**src/rtl/apb_ctrl_pkg.sv**
```systemverilog
// Shared types, default widths and the slave-select decode helper for the
// APB master controller.
package apb_ctrl_pkg;

    typedef enum logic [1:0] {
        IDLE   = 2'd0,
        SETUP  = 2'd1,
        ACCESS = 2'd2
    } apb_state_t;

    localparam int DEF_NUM_REQ        = 2;
    localparam int DEF_ADDR_W         = 8;
    localparam int DEF_DATA_W         = 8;
    localparam int DEF_SLV_W          = 2;
    localparam int DEF_TIMEOUT_CYCLES = 16;

    // Widest slave-id field the decode helper supports.
    localparam int MAX_SLV_W = 4;
    localparam int MAX_SLV   = 1 << MAX_SLV_W;

    // One-hot slave select for a slave id; callers keep the low NUM_SLV bits.
    function automatic logic [MAX_SLV-1:0] slv_onehot(input logic [MAX_SLV_W-1:0] id);
        logic [MAX_SLV-1:0] oh;
        oh     = '0;
        oh[id] = 1'b1;
        return oh;
    endfunction

endpackage

```
**src/rtl/apb_master_ctrl_rr_arbiter.sv**
```systemverilog
// Round-robin arbiter: first eligible requester at or above the pointer,
// wrapping around. The pointer moves past the winner on every grant.
module rr_arbiter #(
    parameter int NUM_REQ = 2,
    parameter int IDX_W   = (NUM_REQ > 1) ? $clog2(NUM_REQ) : 1
) (
    input  logic               clk,
    input  logic               reset,
    input  logic [NUM_REQ-1:0] req,
    input  logic [NUM_REQ-1:0] mask,
    output logic               grant_valid,
    output logic [IDX_W-1:0]   grant_idx
);

    logic [IDX_W-1:0]   ptr;
    logic [NUM_REQ-1:0] elig;

    assign elig = req & ~mask;

    // Scan from the pointer, wrapping past NUM_REQ-1 back to 0.
    always_comb begin
        int j;
        grant_valid = 1'b0;
        grant_idx   = '0;
        j           = 0;
        for (int i = 0; i < NUM_REQ; i++) begin
            j = int'(ptr) + i;
            if (j >= NUM_REQ) j = j - NUM_REQ;
            if (!grant_valid && elig[j[IDX_W-1:0]]) begin
                grant_valid = 1'b1;
                grant_idx   = j[IDX_W-1:0];
            end
        end
    end

    // Pointer advances to the requester after the winner.
    always_ff @(posedge clk) begin
        if (reset) begin
            ptr <= '0;
        end else if (grant_valid) begin
            if (int'(grant_idx) == NUM_REQ - 1) ptr <= '0;
            else                                ptr <= grant_idx + 1'b1;
        end
    end

endmodule

```
**src/rtl/apb_master_ctrl.sv**
```systemverilog
// APB master controller shared by NUM_REQ requesters: round-robin grant,
// MSB slave decode, IDLE/SETUP/ACCESS sequencing with wait states, and a
// one-cycle done pulse with read data back to the granted requester.
// Optional build macro APB_TIMEOUT_EN adds a wait-state timeout that aborts
// the transfer and flags err alongside done.
module apb_master_ctrl
    import apb_ctrl_pkg::*;
#(
    parameter int NUM_REQ        = DEF_NUM_REQ,
    parameter int ADDR_W         = DEF_ADDR_W,
    parameter int DATA_W         = DEF_DATA_W,
    parameter int SLV_W          = DEF_SLV_W,
    parameter int TIMEOUT_CYCLES = DEF_TIMEOUT_CYCLES,
    parameter int NUM_SLV        = 1 << SLV_W
) (
    input  logic                      clk,
    input  logic                      reset,
    input  logic [NUM_REQ-1:0]        req,
    input  logic [NUM_REQ-1:0]        req_write,
    input  logic [NUM_REQ*ADDR_W-1:0] req_addr,
    input  logic [NUM_REQ*DATA_W-1:0] req_wdata,
    output logic [NUM_REQ-1:0]        done,
    output logic [DATA_W-1:0]         rdata_out,
    output logic [NUM_REQ-1:0]        err,
    output logic [ADDR_W-1:0]         addr,
    output logic [DATA_W-1:0]         wdata,
    output logic                      write,
    output logic [NUM_SLV-1:0]        sel,
    output logic                      enable,
    input  logic [DATA_W-1:0]         rdata,
    input  logic                      ready
);

    localparam int IDX_W = (NUM_REQ > 1) ? $clog2(NUM_REQ) : 1;

    apb_state_t         state_q, state_d;
    logic [ADDR_W-1:0]  addr_q;
    logic [DATA_W-1:0]  wdata_q;
    logic               write_q;
    logic [IDX_W-1:0]   gidx_q;
    logic [NUM_REQ-1:0] gidx_oh;
    logic [NUM_REQ-1:0] done_q;
    logic [DATA_W-1:0]  rdata_q;
    logic [NUM_REQ-1:0] arb_req;
    logic               grant_valid;
    logic [IDX_W-1:0]   grant_idx;
    logic               to_hit;
    logic [MAX_SLV-1:0] slv_oh;

    // Arbitrate only while idle so the pointer moves once per transfer;
    // the requester just completed is masked during its done cycle.
    assign arb_req = (state_q == IDLE) ? req : '0;

    rr_arbiter #(
        .NUM_REQ (NUM_REQ),
        .IDX_W   (IDX_W)
    ) u_arb (
        .clk         (clk),
        .reset       (reset),
        .req         (arb_req),
        .mask        (done_q),
        .grant_valid (grant_valid),
        .grant_idx   (grant_idx)
    );

    assign gidx_oh = NUM_REQ'(1) << gidx_q;
    assign slv_oh  = slv_onehot(MAX_SLV_W'(addr_q[ADDR_W-1 -: SLV_W]));

`ifdef APB_TIMEOUT_EN
    localparam int CNT_W = $clog2(TIMEOUT_CYCLES + 1);

    logic [CNT_W-1:0]   wait_cnt;
    logic [NUM_REQ-1:0] err_q;

    // Wait-state counter: cleared while in SETUP, counts ready-low ACCESS cycles.
    always_ff @(posedge clk) begin
        if (reset)                              wait_cnt <= '0;
        else if (state_q == SETUP)              wait_cnt <= '0;
        else if (state_q == ACCESS && !ready)   wait_cnt <= wait_cnt + 1'b1;
    end

    // Abort on the ready-low cycle that brings the count to TIMEOUT_CYCLES.
    assign to_hit = (state_q == ACCESS) && !ready &&
                    (wait_cnt == CNT_W'(TIMEOUT_CYCLES - 1));

    // err pulses alongside done only for a timed-out transfer.
    always_ff @(posedge clk) begin
        if (reset)        err_q <= '0;
        else if (to_hit)  err_q <= gidx_oh;
        else              err_q <= '0;
    end

    assign err = err_q;
`else
    assign to_hit = 1'b0;
    assign err    = '0;
`endif

    // State register.
    always_ff @(posedge clk) begin
        if (reset) state_q <= IDLE;
        else       state_q <= state_d;
    end

    // Next-state logic: SETUP lasts one cycle, ACCESS holds until ready (or timeout).
    always_comb begin
        state_d = state_q;
        case (state_q)
            IDLE:    if (grant_valid) state_d = SETUP;
            SETUP:   state_d = ACCESS;
            ACCESS:  if (ready || to_hit) state_d = IDLE;
            default: state_d = IDLE;
        endcase
    end

    // Latch the winner's request at grant; capture completion data and pulse done.
    always_ff @(posedge clk) begin
        if (reset) begin
            addr_q  <= '0;
            wdata_q <= '0;
            write_q <= 1'b0;
            gidx_q  <= '0;
            done_q  <= '0;
            rdata_q <= '0;
        end else begin
            done_q <= '0;
            if (state_q == IDLE && grant_valid) begin
                addr_q  <= req_addr[int'(grant_idx)*ADDR_W +: ADDR_W];
                wdata_q <= req_wdata[int'(grant_idx)*DATA_W +: DATA_W];
                write_q <= req_write[grant_idx];
                gidx_q  <= grant_idx;
            end
            if (state_q == ACCESS && (ready || to_hit)) begin
                done_q  <= gidx_oh;
                rdata_q <= ready ? rdata : '0;
            end
        end
    end

    // Bus outputs: driven only in SETUP/ACCESS, all zero while idle.
    always_comb begin
        sel    = '0;
        enable = 1'b0;
        addr   = '0;
        wdata  = '0;
        write  = 1'b0;
        if (state_q != IDLE) begin
            sel    = slv_oh[NUM_SLV-1:0];
            enable = (state_q == ACCESS);
            addr   = addr_q;
            wdata  = wdata_q;
            write  = write_q;
        end
    end

    assign done      = done_q;
    assign rdata_out = rdata_q;

endmodule
```
**config.mk**
```make
export PLATFORM = sky130hd
export DESIGN_NAME = apb_master_ctrl
export DESIGN_NICKNAME = d
export VERILOG_FILES = /design/src/rtl/apb_ctrl_pkg.sv /design/src/rtl/apb_master_ctrl_rr_arbiter.sv /design/src/rtl/apb_master_ctrl.sv
export SDC_FILE = /design/constraint.sdc
export NUM_CORES = 1
export LEC_CHECK = 0
export ABC_AREA = 1
export CAP_MARGIN = 10
export CORE_MARGIN = 1
export CORE_UTILIZATION = 36
export DETAILED_ROUTE_END_ITERATION = 12
export PLACE_DENSITY = 0.76
export SLEW_MARGIN = 20
export SYNTH_ARGS = -nofsm -noshare
export SYNTH_HDL_FRONTEND = slang
export SYNTH_HIERARCHICAL = 1
export SYNTH_SLANG_ARGS = --single-unit
```
**constraint.sdc**
```tcl
create_clock -name clk -period 1.7 [get_ports clk]
set_input_delay 0.17 -clock clk [delete_from_list [all_inputs] [get_ports clk]]
set_output_delay 0.17 -clock clk [all_outputs]
set_load 0.01 [all_outputs]
```
* After elaboration in Yosys (flattened, before gate mapping)
Cells that the tools add are included.
** Operators by class
- $add $sub $neg :: 4
- Multipliers :: 0
- Div/mod/pow operators :: 0
- $lt $le $gt $ge :: 7
- Equal/unequal tests :: 4
- Shift-type cells :: 3
- Multiplexer cells :: 25
- Bitwise logic cells :: 3
- Reductions and logical operators :: 9
** Operators by type and width (count)
- $shiftx 16x5->8 :: 2
- $mux 8 :: 3
- $mux 1 :: 16
- $lt 1x2->1 const B :: 3
- $mux 2 :: 3
- $pmux 2 s3 :: 1
- $lt 2x5->1 const B :: 1
- $logic_and 1x1->1 :: 4
- $mux 4 :: 1
- $ne 2x2->1 const B :: 2
- $add 1x1->2 const B :: 1
- $and 2x2->2 :: 1
- $demux 1 s2 :: 1
- $eq 2x1->1 const B :: 1
- $eq 2x2->1 const B :: 1
- $ge 1x2->1 const B :: 1
- $ge 2x1->1 const B :: 1
- $ge 2x2->1 const B :: 1
- $logic_not 2->1 :: 1
- $not 2->2 :: 1
- $reduce_and 2->1 :: 1
- $reduce_bool 2->1 :: 1
- $reduce_or 2->1 :: 1
- $shl 1x1->2 const A :: 1
- 4 further kinds :: 5
** Word-level totals
- Register bits :: 31
- Latch bits :: 0
- Bits in writable memories :: 0
- Bits in read-only memories :: 0
- Input bits :: 47
- Output and inout bits :: 34
- Logic and storage cells :: 63
- Memories :: 0

* Depth between registers and ports, before layout
Gate-level depths: netlist of the first run.
- Depth after elaboration :: 11
- Gate-level depth with buffers :: 13
- Gate-level depth less buffers :: 11

* By module
Netlist of the first run, hierarchy kept.
** By module, submodules not included
- apb_master_ctrl :: instances 1, cells an instance 264, area an instance 1547.7 um^2, sequential area each 600.6 um^2
- rr_arbiter :: instances 1, cells an instance 12, area an instance 76.3 um^2, sequential area each 20.0 um^2

* Worst setup path after synthesis of the first run
No wires, ideal clock.
- Path type :: register -> register
- From :: register state_q[0]
- To :: register gidx_q
- Library setup time :: 0.115 ns
- Arrival :: 1.505 ns
- Required time :: 1.585 ns
- Setup slack :: 0.080 ns
- Cell stages (with the launch flop) :: 13
- Path buffers :: 2
- Clock period less this slack :: 1.620 ns
- Cells stage by stage :: dfxtp_1 > nor2_4 > inv_1 > nor2_1 > nand3_2 > nand3_1 > inv_1 > buf_2 > inv_2 > buf_4 > nand3_1 > nand2_1 > nor2_1
** Between the ends
- Elaborated cells on any way between the ends :: 14
- Classes of those cells :: mux: 9; bitwise: 1; reduce/logical: 4
** RTL lines
- start, declared :: line apb_master_ctrl.sv:36 : apb_state_t state_q, state_d;
- start signal, assigned :: line apb_master_ctrl.sv:102 : else state_q <= state_d;
- $logic_not 2->1 * :: line apb_master_ctrl.sv:52 : assign arb_req = (state_q == IDLE) ? req : '0;
- $mux 2 * :: line apb_master_ctrl.sv:52
- via arb_req[0] :: line apb_master_ctrl.sv:44 : logic [NUM_REQ-1:0] arb_req;
- $and 2x2->2 * :: line apb_master_ctrl_rr_arbiter.sv:18 : assign elig = req & ~mask;
- $mux 1 (not written as such) (2 in series) :: line apb_master_ctrl_rr_arbiter.sv:29 : if (!grant_valid && elig[j[IDX_W-1:0]]) begin
- $mux 1 :: line apb_master_ctrl_rr_arbiter.sv:29
- $logic_not 1->1 :: line apb_master_ctrl_rr_arbiter.sv:29
- $logic_and 1x1->1 :: line apb_master_ctrl_rr_arbiter.sv:29
- $mux 1 * :: line apb_master_ctrl_rr_arbiter.sv:29
- via grant_idx :: line apb_master_ctrl.sv:46 : logic [IDX_W-1:0] grant_idx;
- end signal, assigned :: line apb_master_ctrl.sv:131 : gidx_q <= grant_idx;
- end, declared :: line apb_master_ctrl.sv:40 : logic [IDX_W-1:0] gidx_q;
The timed path passes the listed nets; every way through them passes the cells marked *. The select of a mux whose other input is x is not followed.
A chain may end at the register's enable or synchronous reset.

* Final worst setup path of the first run
- From :: register state_q[0]
- To :: register wdata_q[1]
** Between the ends
- Cells in the longest elaborated chain, start to end :: 10
- Elaborated cells on any way between the ends :: 15
- Classes of those cells :: shift: 1; mux: 9; bitwise: 1; reduce/logical: 4
** Ends and longest elaborated chain
- $logic_not 2->1 * :: line apb_master_ctrl.sv:52
- $mux 2 * :: line apb_master_ctrl.sv:52
- via arb_req[0] :: line apb_master_ctrl.sv:44
- $and 2x2->2 * :: line apb_master_ctrl_rr_arbiter.sv:18
- $mux 1 (not written as such) (2 in series) :: line apb_master_ctrl_rr_arbiter.sv:29
- $mux 1 :: line apb_master_ctrl_rr_arbiter.sv:29
- $logic_not 1->1 :: line apb_master_ctrl_rr_arbiter.sv:29
- $logic_and 1x1->1 :: line apb_master_ctrl_rr_arbiter.sv:29
- $mux 1 * :: line apb_master_ctrl_rr_arbiter.sv:29
- via grant_idx :: line apb_master_ctrl.sv:46
- $shiftx 16x5->8 * :: line apb_master_ctrl.sv:129 : wdata_q <= req_wdata[int'(grant_idx)*DATA_W +: DATA_W];
- end signal, assigned :: line apb_master_ctrl.sv:129
- end, declared :: line apb_master_ctrl.sv:38 : logic [DATA_W-1:0] wdata_q;
Marks and branches as above.

==> results of run 1 <==
==> layer usage <==
metal  GRT usage  vias to the layer above
met1      0.1973                      723
met2      0.2913                       59
met5           0                        -
met3     0.04532                        5
met4     0.06576                        0
li1            -                      951
==> through the flow <==
step                      cells  instance area (sq um)  setup TNS [ns]  total power, W  setup WS [ns]
final                       408                   2580               0        0.002661         0.1785
after global routing        408                   2580       -0.005222        0.002853      -0.005222
after CTS                   408                   2542               0        0.002677       0.003275
after detailed placement    400                   2449      -0.0005671        0.002067     -0.0005671
after global placement      400                   2449               0        0.002044        0.05354
after floorplan             277                   1628               0        0.001653        0.07954
==> flip-flops by register name (all words and copies together) (netlist names), named ones only <==
name,cells
wdata_q,8
addr_q,8
gidx_q,1
rdata_out,8
done,2
state_q,2
write_q,1
==> cells by family (layout without fill, tap and decap cells) <==
logic type	after synthesis	in the layout	synth area share
AO/OA/AOI/OAI	2	2	0.008473
buffers and inverters	49	128	0.1341
flip-flops	31	31	0.3821
other	1	2	0.002309
AND/OR/NAND/NOR	193	193	0.4730
==> worst reg2reg max path, cell delays in order, from the launching register on <==
cell	delay, ns
dfxtp_2	0.34
nor2_4	0.15
inv_1	0.07
nor2_1	0.15
nand3_2	0.11
nand3_1	0.07
inv_1	0.08
buf_4	0.18
nand2_1	0.06
nand2_1	0.05
nor2_1	0.09
nor2_1	0.06
==> area by class of cell <==
class | count | area share
multi-input cells | 197 | 0.3060
inverters | 36 | 0.05335
flip-flops and latches | 31 | 0.2415
repair buffers | 84 | 0.3351
clock buffers | 8 | 0.03880
well taps | 52 | 0.02522
==> where the power goes <==
group          switching [W]  internal [W]  leakage (nW)
Combinational       0.000610      0.000481          1.21
Sequential         0.0000610      0.000873         0.256
Clock               0.000267      0.000369        0.0515
Total               0.000937       0.00172          1.52
==> repair_timing <==
| action | 4_1_cts | 5_1_grt |
|---|---|---|
| setup endpoints to repair | 21 | 32 |
| pin swaps | 0 | 0 |
| resized for setup | 9 | 16 |
==> cell usage after synthesis <==
library cell	instances
clkinv_1	1
buf_4	3
buf_2	6
clkbuf_1	2
nand2_1	105
a21oi_2	1
inv_2	2
nand3_2	2
nor2_1	74
nor3b_1	1
nand2_2	1
conb_1	1
nor2_4	1
buf_6	2
nor3_1	6
nand2_4	1
a21oi_1	1
inv_1	33
dfxtp_1	31
nand3_1	2
==> how the worst max path moves through the flow <==
stage	cells past startpoint	end	start	slack (ns)
floorplan	12	gidx_q	state_q[0]	0.08
detailed placement	11	addr_q[5]	req[0]	-0.0006
global placement	11	addr_q[1]	req[0]	0.05
global route	11	wdata_q[1]	state_q[0]	-0.005
CTS	4	addr[7]	state_q[0]	0.003
finish	11	wdata_q[1]	state_q[0]	0.18
==> tab_implementation.tex, run 1 <==
\begin{tabular}{lr}
\hline
Metric & Value \\
\hline
\multicolumn{2}{l}{\textbf{Layout}} \\
\quad Multi-input gate area in the final layout & 789.5 sq um \\
\quad Most frequent cells in the layout & 105 x nand2\_1, 74 x nor2\_1, 57 x clkdlybuf4s50\_1 \\
\quad Commonest non-fill, non-tap cell in the layout & nand2\_1 \\
\quad Fin nets & around 400 \\
\quad Sequential cell area & just over 600 sq um \\
\quad Post-route core utilization & 0.5925 \\
\quad Number of fill cells & between 400 and 500 \\
\quad Synthesis-to-finish area growth & 58.86\% \\
\quad Fraction of final layout cells with drive strength greater than 1 & 0.06461 \\
\quad Diode insertion count for antenna repair & 0 \\
\multicolumn{2}{l}{\textbf{GRT}} \\
\quad First-pass GRT wire length & between 6 and 7 mm \\
\quad Remaining global-route overflow & 0 \\
\quad Vias in the first global route & 1549 \\
\quad Initial antenna violation count & 0 \\
\quad GRT Overall Usage & 0.1687 \\
\quad Maximum number of pins on one net before global-route repair & 36 \\
\multicolumn{2}{l}{\textbf{CTS}} \\
\quad Root buffer selected by CTS & clkbuf\_8 \\
\quad Total CTS buffers & 5 \\
\quad H-tree depth & 2 \\
\quad Clock transition at the registers of the reported paths & around 0.060 ns \\
\quad Clock insertion delay at the later pin of the skew report & between 0.2 and 0.3 ns \\
\quad Clock Sinks & 31 \\
\quad Buffers inserted during post-CTS setup optimization & 0 \\
\quad TritonCTS clock tree & yes \\
\quad Number of buffers on the longest clock path & 2 \\
\quad Number of hold buffers added after cts & 0 \\
\multicolumn{2}{l}{\textbf{Die}} \\
\quad Horiz. Die Dim & $\sim$69 um \\
\quad Area inside the core boundary & approximately 0.0044 sq mm \\
\quad Full die area & around 0.0048 sq mm \\
\quad Die height & $\sim$70 um \\
\quad Initial core utilization & 0.3730 \\
\quad Number of top-level pins & just over 80 \\
\quad Num rows & 24 \\
\multicolumn{2}{l}{\textbf{STA}} \\
\quad Part of the cycle the worst path needs & 0.8950 \\
\quad Final hold violations & 0 \\
\quad Hold WS & between 0.4 and 0.5 ns \\
\quad Unrepaired setup endpoints after global routing & yes \\
\quad Highest achievable clock rate & around 0.66 GHz \\
\quad Final setup viols & 0 \\
\quad Time the final worst path needs with I/O delays and setup & between 1.5 and 2 ns \\
\quad Clock skew & between 0.004 and 0.005 ns \\
\quad Max Transition Viols Final & 0 \\
\multicolumn{2}{l}{\textbf{Placement}} \\
\quad Total of buffers placed on input and output ports & between 70 and 80 \\
\quad GPL Wtd Cong & approximately 0.71 \\
\quad Final HPWL DP & 2.897 mm \\
\multicolumn{2}{l}{\textbf{Drt}} \\
\quad Number of antenna-violating nets in the routed design & 0 \\
\quad DR WL met3 & roughly 270 um \\
\quad Iteration count of the initial detailed-routing pass & 4 \\
\quad Met2 Routed Length & roughly 1.9 mm \\
\quad Detailed-routing wirelength on met1 & 1.802 mm \\
\quad DR vias & 1738 \\
\quad DRC errors left & 0 \\
\quad Uppermost signal routing layer after detailed routing & met4 \\
\quad Wire length per cell & between 9 and 10 um \\
\quad DRT Wirelength & 4.061 mm \\
\quad Iter 0 DRT Violations & slightly above 80 \\
\quad Vias per inst & around 4.3 \\
\multicolumn{2}{l}{\textbf{Yosys}} \\
\quad Area share of the largest cell type after synthesis & 0.3821 \\
\quad Share of the yosys chip area belonging to registers & 0.3821 \\
\quad Area leader, netlist & dfxtp\_1 \\
\quad Average cell area after synthesis & approximately 5.9 sq um \\
\quad Netlist area before placement & 0.001624 sq mm \\
\quad Post-Synthesis Cells & 276 \\
\quad Synth warn & 6 \\
\quad Flop and latch count out of synthesis & 31 \\
\quad Synth area leaders & dfxtp\_1 38\%, nand2\_1 24\%, nor2\_1 17\% \\
\quad Synth cell types & 20 \\
\multicolumn{2}{l}{\textbf{Power and ir drop}} \\
\quad Power per cell area & just over 1000 mW/mm\^{}2 \\
\quad Maximum vdd ir drop & 526.0 uV \\
\quad Static Leakage & 1.522 nW \\
\multicolumn{2}{l}{\textbf{Setup path}} \\
\quad Total buffers and inverters traversed by the critical path & 3 \\
\quad R2r worst-path depth & 11 \\
\quad Slowest-stage cell, CP & dfxtp\_2 \\
\quad Maximum net fanout on the critical path & 9 \\
\quad Kind of capture point of the worst setup path & flop \\
\quad Startpoint of the lowest-slack register-to-register path & state\_q[0] \\
\quad Critical Path Max Stage Delay & about 0.34 ns \\
\quad Nature of the critical path startpoint & flop \\
\quad Category of cells accounting for the largest share of critical-path delay & simple AND/OR/NAND/NOR gates \\
\quad Cell with the most instances on the worst path & nor2\_1 \\
\quad Arrival time of the worst setup path & approximately 1.7 ns \\
\quad Type of the worst setup path & flop to flop \\
\quad R2R Path End & wdata\_q[1] \\
\quad Data required time at the worst endpoint & about 1.9 ns \\
\quad Flop2flop setup slack & between 0.15 and 0.2 ns \\
\quad Cell chain of the critical path & nor2\_4 > inv\_1 > nor2\_1 > nand3\_2 > nand3\_1 > inv\_1 > buf\_4 > nand2\_1 > nand2\_1 > nor2\_1 > nor2\_1 \\
\multicolumn{2}{l}{\textbf{Worst hold path}} \\
\quad Number of instances on the worst hold path & 1 \\
\quad Start point of the worst min-delay path & gidx\_q \\
\quad Worst Hold Endpoint & done[0] \\
\quad Worst hold path type & flop to flop \\
\multicolumn{2}{l}{\textbf{Run}} \\
\quad Max Cap Violations & 0 \\
\multicolumn{2}{l}{\textbf{Outcome}} \\
\quad Run status & finished clean \\
\hline
\end{tabular}
No activity file was read; power rests on OpenSTA's default activity.
==> run 2, diff against run 1 <==
- CAP_MARGIN: 10 -> 30
- CORE_MARGIN: 1 -> 3
- CORE_UTILIZATION: 36 -> 40
- PLACE_DENSITY: 0.76 -> 0.8
- clock period: 1.7 -> 1.4 ns (I/O delays scaled with it)
==> run 2 against run 1 <==
  * The flow now finishes with violations (negative setup slack)
  * Clock skew up 0.0014 ns
  * Design area up 3.3%
  * Sequential share of layout area down 0.78 points
  * Final cell count up 1.7%
  * Sequential power up 21%
  * Worst setup slack worse by 0.26 ns
  * Count of clock-buffer cells in the layout down 2
  * Utilization up 11 points
  * Critical path depth down 7
  * Critical path type is now flop to output pin
  * Combinational power up 43%
  * Critical endpoint is now wdata[5]
  * Routed wire length up 16%
  * Largest cell class unchanged
==> tab_implementation.tex, run 2 (same netlist as run 1, synthesis figures left out) <==
\begin{tabular}{lr}
\hline
Metric & Value \\
\hline
\multicolumn{2}{l}{\textbf{CTS}} \\
\quad Number of buffers on the longest clock path & 2 (unchanged) \\
\quad Clock transition at the registers of the reported paths & 0.07 ns (was 0.06 ns) \\
\quad Total CTS buffers & 5 (unchanged) \\
\quad Root buffer selected by CTS & clkbuf\_8 (unchanged) \\
\quad Clock Sinks & 31 (unchanged) \\
\quad Clock insertion delay at the later pin of the skew report & 0.28 ns (about the same) \\
\quad TritonCTS clock tree & yes (unchanged) \\
\quad Number of hold buffers added after cts & 0 (unchanged) \\
\quad H-tree depth & 2 (unchanged) \\
\multicolumn{2}{l}{\textbf{Outcome}} \\
\quad Run status & complete, but fails checks (was finished clean) \\
\quad Violations in the final reports & negative setup slack \\
\multicolumn{2}{l}{\textbf{STA}} \\
\quad Time the final worst path needs with I/O delays and setup & approximately 1.5 ns \\
\quad Highest achievable clock rate & 0.6763 GHz \\
\quad Max Transition Viols Final & 0 (unchanged) \\
\quad Worst-case setup margin in the final layout & -0.07860 ns (was 0.1785 ns) \\
\quad Final setup viols & 23 (was 0) \\
\quad Hold WS & 0.4394 ns (was 0.4731 ns) \\
\quad Part of the cycle the worst path needs & 1.056 \\
\quad Unrepaired setup endpoints after global routing & yes (unchanged) \\
\quad Final hold violations & 0 (unchanged) \\
\quad Clock skew & 0.005693 ns (was 0.004297 ns) \\
\multicolumn{2}{l}{\textbf{Setup path}} \\
\quad Critical Path Max Stage Delay & 0.33 ns (was 0.34 ns) \\
\quad Kind of capture point of the worst setup path & output pin (was flop) \\
\quad Category of cells accounting for the largest share of critical-path delay & buffers and inverters (was simple AND/OR/NAND/NOR gates) \\
\quad Slowest-stage cell, CP & dfxtp\_2 (unchanged) \\
\quad Arrival time of the worst setup path & 1.34 ns (was 1.69 ns) \\
\quad Total buffers and inverters traversed by the critical path & 2 (was 3) \\
\quad Data required time at the worst endpoint & 1.26 ns (was 1.87 ns) \\
\quad Nature of the critical path startpoint & flop (unchanged) \\
\quad Type of the worst setup path & flop to output pin (was flop to flop) \\
\quad Maximum net fanout on the critical path & 13 (was 9) \\
\quad Cell chain of the critical path & nor2\_4 > buf\_6 > nor2\_1 > dlygate4sd2\_1 (was nor2\_4 > inv\_1 > nor2\_1 > nand3\_2 > nand3\_1 > inv\_1 > buf\_4 > nand2\_1 > nand2\_1 > nor2\_1 > nor2\_1) \\
\multicolumn{2}{l}{\textbf{GRT}} \\
\quad Vias in the first global route & 1736 (was 1549) \\
\quad GRT Overall Usage & 0.1899 (was 0.1687) \\
\quad Remaining global-route overflow & 0 (unchanged) \\
\quad Maximum number of pins on one net before global-route repair & 36 (unchanged) \\
\quad First-pass GRT wire length & 7.527 mm (was 6.520 mm) \\
\quad Initial antenna violation count & 0 (unchanged) \\
\multicolumn{2}{l}{\textbf{Layout}} \\
\quad Multi-input gate area in the final layout & 852.1 sq um (was 789.5 sq um) \\
\quad Fraction of final layout cells with drive strength greater than 1 & 0.1553 (was 0.06461) \\
\quad Diode insertion count for antenna repair & 0 (unchanged) \\
\quad Post-route insts no fill & 415 (was 408) \\
\quad Fin nets & 413 (was 402) \\
\quad Number of fill cells & 336 (was 424) \\
\quad Commonest non-fill, non-tap cell in the layout & nand2\_1 (unchanged) \\
\quad Synthesis-to-finish area growth & 64.18\% (was 58.86\%) \\
\quad Most frequent cells in the layout & 104 x nand2\_1, 70 x nor2\_1, 56 x clkdlybuf4s50\_1 (was 105 x nand2\_1, 74 x nor2\_1, 57 x clkdlybuf4s50\_1) \\
\quad Sequential cell area & 623.1 sq um (unchanged) \\
\multicolumn{2}{l}{\textbf{Run}} \\
\quad Max Cap Violations & 0 (unchanged) \\
\multicolumn{2}{l}{\textbf{Drt}} \\
\quad Number of antenna-violating nets in the routed design & 0 (unchanged) \\
\quad DR vias & 1855 (was 1738) \\
\quad Iter 0 DRT Violations & 52 (was 82) \\
\quad Wire length per cell & 11.35 um (was 9.953 um) \\
\quad Vias per inst & 4.470 (was 4.260) \\
\quad DRC errors left & 0 (unchanged) \\
\quad Iteration count of the initial detailed-routing pass & 4 (unchanged) \\
\quad DRT Wirelength & 4.710 mm (was 4.061 mm) \\
\multicolumn{2}{l}{\textbf{Power and ir drop}} \\
\quad Power Total & 0.003610 W (was 0.002661 W) \\
\quad Power per cell area & 1354 mW/mm\^{}2 (was 1031 mW/mm\^{}2) \\
\quad Maximum vdd ir drop & 731.4 uV (was 526.0 uV) \\
\quad Static Leakage & 1.387 nW (was 1.522 nW) \\
\multicolumn{2}{l}{\textbf{Placement}} \\
\quad GPL Wtd Cong & 0.7952 (was 0.7098) \\
\quad Worst setup slack after placement & -0.2616 ns (was -0.0005671 ns) \\
\quad Placed cell count & 402 (was 400) \\
\quad Final HPWL DP & 3.059 mm (was 2.897 mm) \\
\quad Total of buffers placed on input and output ports & 78 (unchanged) \\
\multicolumn{2}{l}{\textbf{Die}} \\
\quad Number of top-level pins & 81 (unchanged) \\
\quad Initial core utilization & 0.4275 (was 0.3730) \\
\quad Num rows & 22 (was 24) \\
\quad Die height & 69.72 um (was 69.17 um) \\
\quad Area inside the core boundary & 0.003799 sq mm (was 0.004354 sq mm) \\
\quad Full die area & 0.004861 sq mm (was 0.004784 sq mm) \\
\quad Horiz. Die Dim & 69.72 um (was 69.17 um) \\
\multicolumn{2}{l}{\textbf{Worst hold path}} \\
\quad Worst hold path type & primary input to flop (was flop to flop) \\
\hline
\end{tabular}
==> run 2: cell types whose count changed in the layout (fill, tap and decap cells not counted), moves of 2 or more <==
cell            change
nor2_4              +2
inv_1               -2
buf_2              +11
dlymetal6s2s_1     -14
buf_12              +2
nor2_2              +2
nor2_1              -4
buf_4               +7
dlygate4sd2_1       +2
nor3_2              +2
nor3_1              -2
==> run 2: stage by stage <==
stage / TNS (ns) / area (sq um) / util
finish: -0.9054 / 2666 / 0.7019
global route: -2.848 / 2666 / 0.7019
CTS: -1.290 / 2660 / 0.7003
detailed placement: -4.599 / 2510 / 0.6607
global placement: -4.208 / 2510 / 0.6607
floorplan: -0.7137 / 1653 / -
==> run 2: power breakdown <==
group | internal (W) | leakage (nW) | switching [W]
sequential | 0.00106 | 0.256 | 0.0000719
combinational | 0.000692 | 1.07 | 0.000872
clock | 0.000576 | 0.0612 | 0.000338
==> run 2: worst min-delay path: stages <==
cell and delay (ns):
clkdlybuf4s50_1 0.40, nor2_1 0.10, nor2_1 0.05
==> run 2: final cells by class <==
type,count,area share
multi-input combinational,198,0.3196
sequential,31,0.2337
tap,48,0.02252
inverter,36,0.05350
clock inverter,2,0.01314
timing repair buffer,94,0.3266
clock buffer,6,0.03097
==> run 2: path summary, 6_finish.rpt <==
path                                 start           end  slack (ns)  cells past startpoint
worst max-delay path            state_q[1]      wdata[5]       -0.08                      4
worst max register to register  state_q[1]     addr_q[1]       -0.03                     10
worst min register to register      gidx_q       done[0]        0.45                      1
worst min-delay path              rdata[7]  rdata_out[7]        0.44                      3
==> run 2: metal layers <==
layer  up-vias  global-route usage  part of all wire
li1        973                   -                 -
met1       821              0.2066              0.41
met2        50              0.3517              0.52
met5         -                   0                 0
met3        11             0.04783             0.052
met4         0             0.07021             0.018
==> run 2: what timing repair did <==
item                                    in CTS  in global routing
pin swaps                                    3                  5
resized for setup                           67                  7
endpoints found under the setup margin      41                 29
cloned                                       1                  1
buffers inserted                             3                  1
